## src/rtl/nibble_add_sched.sv

```systemverilog
`default_nettype none
// ============================================================================
//  Module      : nibble_add_sched
//  Description : Shares one external 4-bit ripple-carry adder slice between
//                two requesters. Each WIDTH-bit add is fed to the slice one
//                nibble per cycle, LSB nibble first, with the carry chained
//                through a register. The result comes back on a valid/ready
//                response channel tagged with the requester id.
//
//  Ports       :
//    clk, rst_n                 clock (rising edge), async active-low reset
//    req{0,1}_valid/_ready      request handshake per requester
//    req{0,1}_a/_b/_cin         WIDTH-bit operands and carry-in
//    rsp_valid/rsp_ready        response handshake
//    rsp_id/rsp_sum/rsp_cout    owning requester, sum, final carry-out
//    add_a/add_b/add_c0         nibble operands and carry to the shared slice
//    add_sum/add_cout           combinational result from the shared slice
//
//  Revision    : 1.0 - initial release
// ============================================================================
module nibble_add_sched #(
    parameter int WIDTH = 16
) (
    input  logic             clk,
    input  logic             rst_n,

    input  logic             req0_valid,
    output logic             req0_ready,
    input  logic [WIDTH-1:0] req0_a,
    input  logic [WIDTH-1:0] req0_b,
    input  logic             req0_cin,

    input  logic             req1_valid,
    output logic             req1_ready,
    input  logic [WIDTH-1:0] req1_a,
    input  logic [WIDTH-1:0] req1_b,
    input  logic             req1_cin,

    output logic             rsp_valid,
    input  logic             rsp_ready,
    output logic             rsp_id,
    output logic [WIDTH-1:0] rsp_sum,
    output logic             rsp_cout,

    output logic [3:0]       add_a,
    output logic [3:0]       add_b,
    output logic             add_c0,
    input  logic [3:0]       add_sum,
    input  logic             add_cout
);

    localparam int NIB  = WIDTH / 4;
    localparam int IDXW = (NIB > 1) ? $clog2(NIB) : 1;

    typedef enum logic [1:0] {
        IDLE = 2'd0,
        RUN  = 2'd1,
        DONE = 2'd2
    } state_t;

    state_t            state;
    state_t            state_next;
    logic              prio;
    logic [IDXW-1:0]   idx;
    logic              carry;
    logic              id;
    logic [WIDTH-1:0]  opa;
    logic [WIDTH-1:0]  opb;
    logic [WIDTH-1:0]  result;

    logic              grant0;
    logic              grant1;
    logic              accept;
    logic              last_nib;
    logic [WIDTH-1:0]  a_shift;
    logic [WIDTH-1:0]  b_shift;

    // Requester 1 wins when it is alone, or on a tie when prio points at it.
    assign grant1   = req1_valid & (~req0_valid | prio);
    assign grant0   = req0_valid & ~grant1;

    assign last_nib = (idx == IDXW'(NIB - 1));

    // Bring the current nibble down to bit 0 rather than using a variable
    // part-select on the read side.
    assign a_shift  = opa >> {idx, 2'b00};
    assign b_shift  = opb >> {idx, 2'b00};

    assign rsp_valid = (state == DONE);
    assign rsp_sum   = result;
    assign rsp_cout  = carry;
    assign rsp_id    = id;

    // ------------------------------------------------------------------
    // Next state, handshake and adder-slice drive
    // ------------------------------------------------------------------
    always_comb begin
        state_next = state;
        req0_ready = 1'b0;
        req1_ready = 1'b0;
        accept     = 1'b0;
        add_a      = 4'd0;
        add_b      = 4'd0;
        add_c0     = 1'b0;

        case (state)
            IDLE: begin
                // Gating with rst_n keeps ready low while reset is held even
                // if a requester is already presenting valid.
                req0_ready = rst_n & grant0;
                req1_ready = rst_n & grant1;
                accept     = req0_ready | req1_ready;
                if (accept) begin
                    state_next = RUN;
                end
            end
            RUN: begin
                add_a  = a_shift[3:0];
                add_b  = b_shift[3:0];
                add_c0 = carry;
                if (last_nib) begin
                    state_next = DONE;
                end
            end
            DONE: begin
                if (rsp_ready) begin
                    state_next = IDLE;
                end
            end
            default: begin
                state_next = IDLE;
            end
        endcase
    end

    // ------------------------------------------------------------------
    // State and datapath registers
    // ------------------------------------------------------------------
    always_ff @(posedge clk or negedge rst_n) begin
        if (!rst_n) begin
            state  <= IDLE;
            prio   <= 1'b0;
            idx    <= '0;
            carry  <= 1'b0;
            id     <= 1'b0;
            opa    <= '0;
            opb    <= '0;
            result <= '0;
        end else begin
            state <= state_next;
            case (state)
                IDLE: begin
                    if (accept) begin
                        idx <= '0;
                        id  <= grant1;
                        if (grant1) begin
                            opa   <= req1_a;
                            opb   <= req1_b;
                            carry <= req1_cin;
                        end else begin
                            opa   <= req0_a;
                            opb   <= req0_b;
                            carry <= req0_cin;
                        end
                    end
                end
                RUN: begin
                    result[{idx, 2'b00} +: 4] <= add_sum;
                    carry                     <= add_cout;
                    idx                       <= idx + IDXW'(1);
                end
                DONE: begin
                    // The requester just served loses the next tie.
                    if (rsp_ready) begin
                        prio <= ~id;
                    end
                end
                default: begin
                end
            endcase
        end
    end

endmodule
`default_nettype wire
```

## config.mk

```make
export PLATFORM = sky130hd
export DESIGN_NAME = nibble_add_sched
export DESIGN_NICKNAME = d
export VERILOG_FILES = /design/src/rtl/nibble_add_sched.sv
export SDC_FILE = /design/constraint.sdc
export NUM_CORES = 1
export LEC_CHECK = 0
export CORE_UTILIZATION = 49
export DETAILED_ROUTE_END_ITERATION = 8
export DONT_BUFFER_PORTS = 1
export PLACE_DENSITY = 0.67
export SLEW_MARGIN = 30
export SYNTH_ARGS = -nofsm -noshare
export SYNTH_HDL_FRONTEND = slang
export SYNTH_SLANG_ARGS = --single-unit
```

## constraint.sdc

```tcl
create_clock -name clk -period 4.67 [get_ports clk]
set_clock_uncertainty 0.1 [all_clocks]
set_input_delay 0.7005 -clock clk [delete_from_list [all_inputs] [get_ports clk]]
set_output_delay 0.7005 -clock clk [all_outputs]
set_load 0.02 [all_outputs]
```

; Word level (Yosys, flattened, before mapping)
; Cells that the tools add are included.
[word_totals]
out_inout_bits = 30
in_bits = 76
reg_bits = 55
[classes]
n_shift = 4
add_sub_neg = 2
bitwise_logic = 9
n_eq_ne = 7
n_mux = 18
reduce_logical = 6
[op_table]
columns = op, count
row1 = $mux W16, 2
row2 = $shr A16 B4 Y4, 2
row3 = $bwmux W16, 1
row4 = $shift A4 B6 Y16 const A, 1
row5 = $shiftx A4 B6 Y16, 1
row6 = $mux W2, 4
row7 = $mux W4, 2
row8 = $mux W1, 6
row9 = $ne A2 B2 Y1 const B, 3
row10 = $neg A4 Y6, 1
row11 = $pmux W2 S3, 1
row12 = $reduce_and A2 Y1, 3
row13 = $and A1 B1 Y1, 4
row14 = $eq A2 B2 Y1 const B, 2
row15 = $pmux W2 S2, 1
row16 = $not A1 Y1, 3
row17 = $reduce_and A3 Y1, 1
row18 = $add A2 B1 Y2 const B, 1
row19 = $eq A2 B1 Y1 const B, 1
row20 = $logic_not A2 Y1, 1
row21 = $ne A2 B1 Y1 const B, 1
row22 = $or A1 B1 Y1, 2
row23 = $pmux W1 S2, 1
row24 = $reduce_bool A2 Y1, 1

; Longest topological paths before layout
[depth]
word_depth = 10
ltp_mapped = 7
depth_no_buf = 5

; Least setup slack after synthesis
; Ideal clock, no wire load.
[synth_timing]
path_kind = input to output
from = in req0_valid
to = out req0_ready
n_path_buf = 2
slack_ps = 2357
arrival_time_ps = 1513
stages = 5
cell_sequence = inv_1 > o21ai_1 > buf_4 > buf_8 > nor2b_1
[synth_between]
elab_chain_len = 7
[synth_rtl]
columns = element, line_no
row1 = start: declaration, 27  ; input logic req0_valid,
row2 = $not A1 Y1, 79  ; assign grant1 = req1_valid & (~req0_valid | prio);
row3 = $or A1 B1 Y1, 79
row4 = $and A1 B1 Y1, 79
row5 = $not A1 Y1, 80  ; assign grant0 = req0_valid & ~grant1;
row6 = $and A1 B1 Y1 *, 80
row7 = $and A1 B1 Y1 *, 110  ; req0_ready = rst_n & grant0;
row8 = $mux W1 *, 106  ; case (state)
row9 = end: declaration, 28  ; output logic req0_ready,
; Mark *: on every way between the ends. The rest lies on a longest branch, timed or not.

; Worst setup path in the final report
[layout_timing]
from = reg idx[0]
to = out add_a[3]
[layout_between]
elab_chain_len = 2
[layout_rtl]
columns = element, line_no
row1 = start: declaration, 64  ; logic [IDXW-1:0] idx;
row2 = start signal: assignment, 170  ; idx <= idx + IDXW'(1);
row3 = $shr A16 B4 Y4, 86  ; assign a_shift = opa >> {idx, 2'b00};
row4 = $mux W4, 106
row5 = end: declaration, 45  ; output logic [3:0] add_a,
; Every way passes these cells.

==> results.yml <==
sta:
  post-route-min-period_ps: 2850
  timing.slew.headroom_pct: 43.3
  timing.final.setup_violations: 0
  layout_worst_path_cycle_share_pct: 60.9
  slew_worst_pin_ps: 850
  maxSlewViolCount: 0
  fmax_mhz: 351
  setup_repair_after_global_routing_missed_its_margin: "no"
  timing.final.hold_violations: 0
  final.setup.tns_ps: 0
drt:
  routed_wire_length_per_instance_um: 16.5
  length_of_the_first_detailed_routing_pass_in_iterations: 4
  route.met2.wl_mm: 2.49
  detailroute.wirelength.met3_um: 376
  top_layer_used: "met4"
  drt_iter0_markers: 76
  dr_total_vias: 1790
  ant_nets: 0
  drc: 0
  vias_per_cell: 5.54
  routed_wl_mm: 5.32
  routedLengthMet1_mm: 2.38
synth:
  ff_latch_count_synth: 55
  ys_top_cells_by_area: "dfrtp_1, mux2i_1, nand2_1, mux4_2, o21ai_1"
  post_synth.cell_area_avg_sq_um: 11.0
  ys.flop_type: "dfrtp_1"
  synth_largest_type_area_fraction_pct: 48.7
  synth_largest_area_cell: "dfrtp_1"
  yosys.cell_count.top_type: "dfrtp_1"
  synthCells: 257
  netlist_top_cells_count: "dfrtp_1, nand2_1, mux2i_1"
  yosys_warnings: 0
  synth.lib_cells_used.distinct: 31
  synth_edf_count: 0
  synthesis.nets: 339
  post_synth_instance_area_sq_um: 2830
  sequential_fraction_of_the_synthesis_area_pct: 48.7
  synth-async-reset-ratio_pct: 100
cells_and_area:
  flow.area_growth_from_synthesis_pct: 4.21
  nets: 334
  layoutNonFillerInstCount: 323
  stdcell_area_sq_um: 2940
  final_util_pct: 53.1
  layout-drive-gt1-share_pct: 9.56
  insertedDiodeCount: 0
cts:
  clock_sink_count: 55
  cts_hold_buf: 1
  htree_levels: 2
  cts_setup_buffers: 0
  cts_inserted_buffers: 5
  clock_tree_from_tritoncts: "built"
  cts.root.buffer_cell: "clkbuf_8"
  max_buffers_root_to_sink: 2
  cts_repair_resize_count: 0
  clk_pin_slew_worst_paths_ps: 90
  clock_latency_ps: 300
placement:
  gp_congestion: 0.731
  dp_hpwl_mm: 3.80
  dp.cells: 316
  post_dp_cell_area_sq_um: 2840
  number_of_buffer_cells_added_on_primary_ports: 0
grt:
  first_pass_grt_wire_length_mm: 8.70
  grt_pass1_vias: 1763
  grt_remaining_overflow: 0
  grtUsageTotal_pct: 19.0
  number_of_antenna_violations_at_the_first_check_in_global_routing: 0
  grt_max_degree: 69
floorplanning:
  die_height_um: 77.9
  fp-row-count: 27
  standard_cell_core_area_sq_um: 5540
  fp.dieArea_sq_um: 6070
  io_pins: 106
  start_util_pct: 51.0
  die_width_um: 77.9
worst_setup_path:
  worstReg2RegEnd: "rsp_sum[2]"
  crit_path_top_delay_cell: "dfrtp_1"
  cp_cell_sequence: "mux4_2 > and2_1"
  worst_ep_arrival_time_ps: 2050
  data_required_time_at_the_worst_endpoint_ps: 3870
  setup.worst_path.end_class: "primary output"
  startpoint_of_the_lowest_slack_register_to_register_path: "idx[0]"
  start_kind: "flip-flop"
  critical_path.max_stage_delay_ps: 910
  worst-setup-path-type: "reg2out"
  timing.reg2reg.worst_path_depth: 4
  r2r_setup_slack_ps: 2350
  crit_fanout: 17
power:
  report.power.total_w: 0.00196
  static-leakage-power_nw: 1.39
  ir_worst_vdd_v: 0.000253
  pwr_density_nw_per_um2: 664
job:
  cap_viol_max_count: 0
hold_path:
  timing.hold.worst.class: "in2async"
outcome:
  status: "complete, no violations"
[logic make-up after synthesis]
family          count (synthesis)  synth area share, %
compound gates                 59                 12.7
flops                          55                 48.7
fa+ha+maj                       6                 2.66
buf+inv                        20                 4.52
mux                            41                 18.1
simple gates                   76                 13.3
[critical path: cells and delay by family (launching register included)]
family        cells  cell delay, ps
simple gates      1             250
mux               1             590
flops             1             910
[state kept, by name, summed over array words and instances, names as in the netlist]
signal	count
opa	16
opb	16
rsp_sum	16
idx	2
state	2
prio	1
rsp_cout	1
rsp_id	1
[power by group]
part / switching (W) / internal (W) / total [W] / leakage [nW]
clock: 0.000141 / 0.000100 / 0.000242 / 0.0371
combinational: 0.000427 / 0.000339 / 0.000766 / 0.651
sequential: 0.000258 / 0.000691 / 0.000948 / 0.701
total: 0.000826 / 0.00113 / 0.00196 / 1.39
[metrics by stage]
step | hold slack (ps) | worst slack (ps)
finish | 139 | 1820
global route | 146 | 1660
CTS | 148 | 1780
detailed placement | 306 | 2030
global placement | 306 | 2060
floorplan | 305 | 2360
[placed cells by master, fill, tap and decap left out, drive strengths merged]
cell type   n
dfrtp      55
mux4        8
buf         4
o31ai      13
a31oi       1
inv         4
o21ai      36
ha          6
nor3b       1
or2b        1
o211ai      1
nand2      53
nor2b       3
a21oi       1
o21a        1
and2        9
nor4b       1
nand2b      5
and2b       1
nand3       2
a22o        5
clkbuf      6
mux2i      33
a21o        1
[how the worst max path moves through the flow]
stage / start / endpoint / depth (start not counted)
after floorplan: req0_valid / req0_ready / 5
after global placement: req0_valid / req0_ready / 4
after detailed placement: req0_valid / req0_ready / 4
after CTS: idx[0] / add_a[3] / 2
after global routing: idx[0] / add_a[1] / 2
final: idx[0] / add_a[3] / 2
[layout make-up]
cell class / count / area (sq um)
Fill cell: 517 / 2600
Sequential cell: 55 / 1380
Multi-Input combinational cell: 182 / 1340
Tap cell: 72 / 90.1
Clock buffer: 6 / 72.6
Timing Repair Buffer: 4 / 50.0
Inverter: 4 / 15.0
[layer usage]
layer / vias to the layer above / global-route usage (%)
met3: 8 / 6.82
li1: 891 / -
met1: 824 / 23.1
met2: 67 / 31.4
met4: 0 / 6.11
met5: - / 0
No activity file was read; power rests on OpenSTA's default activity.
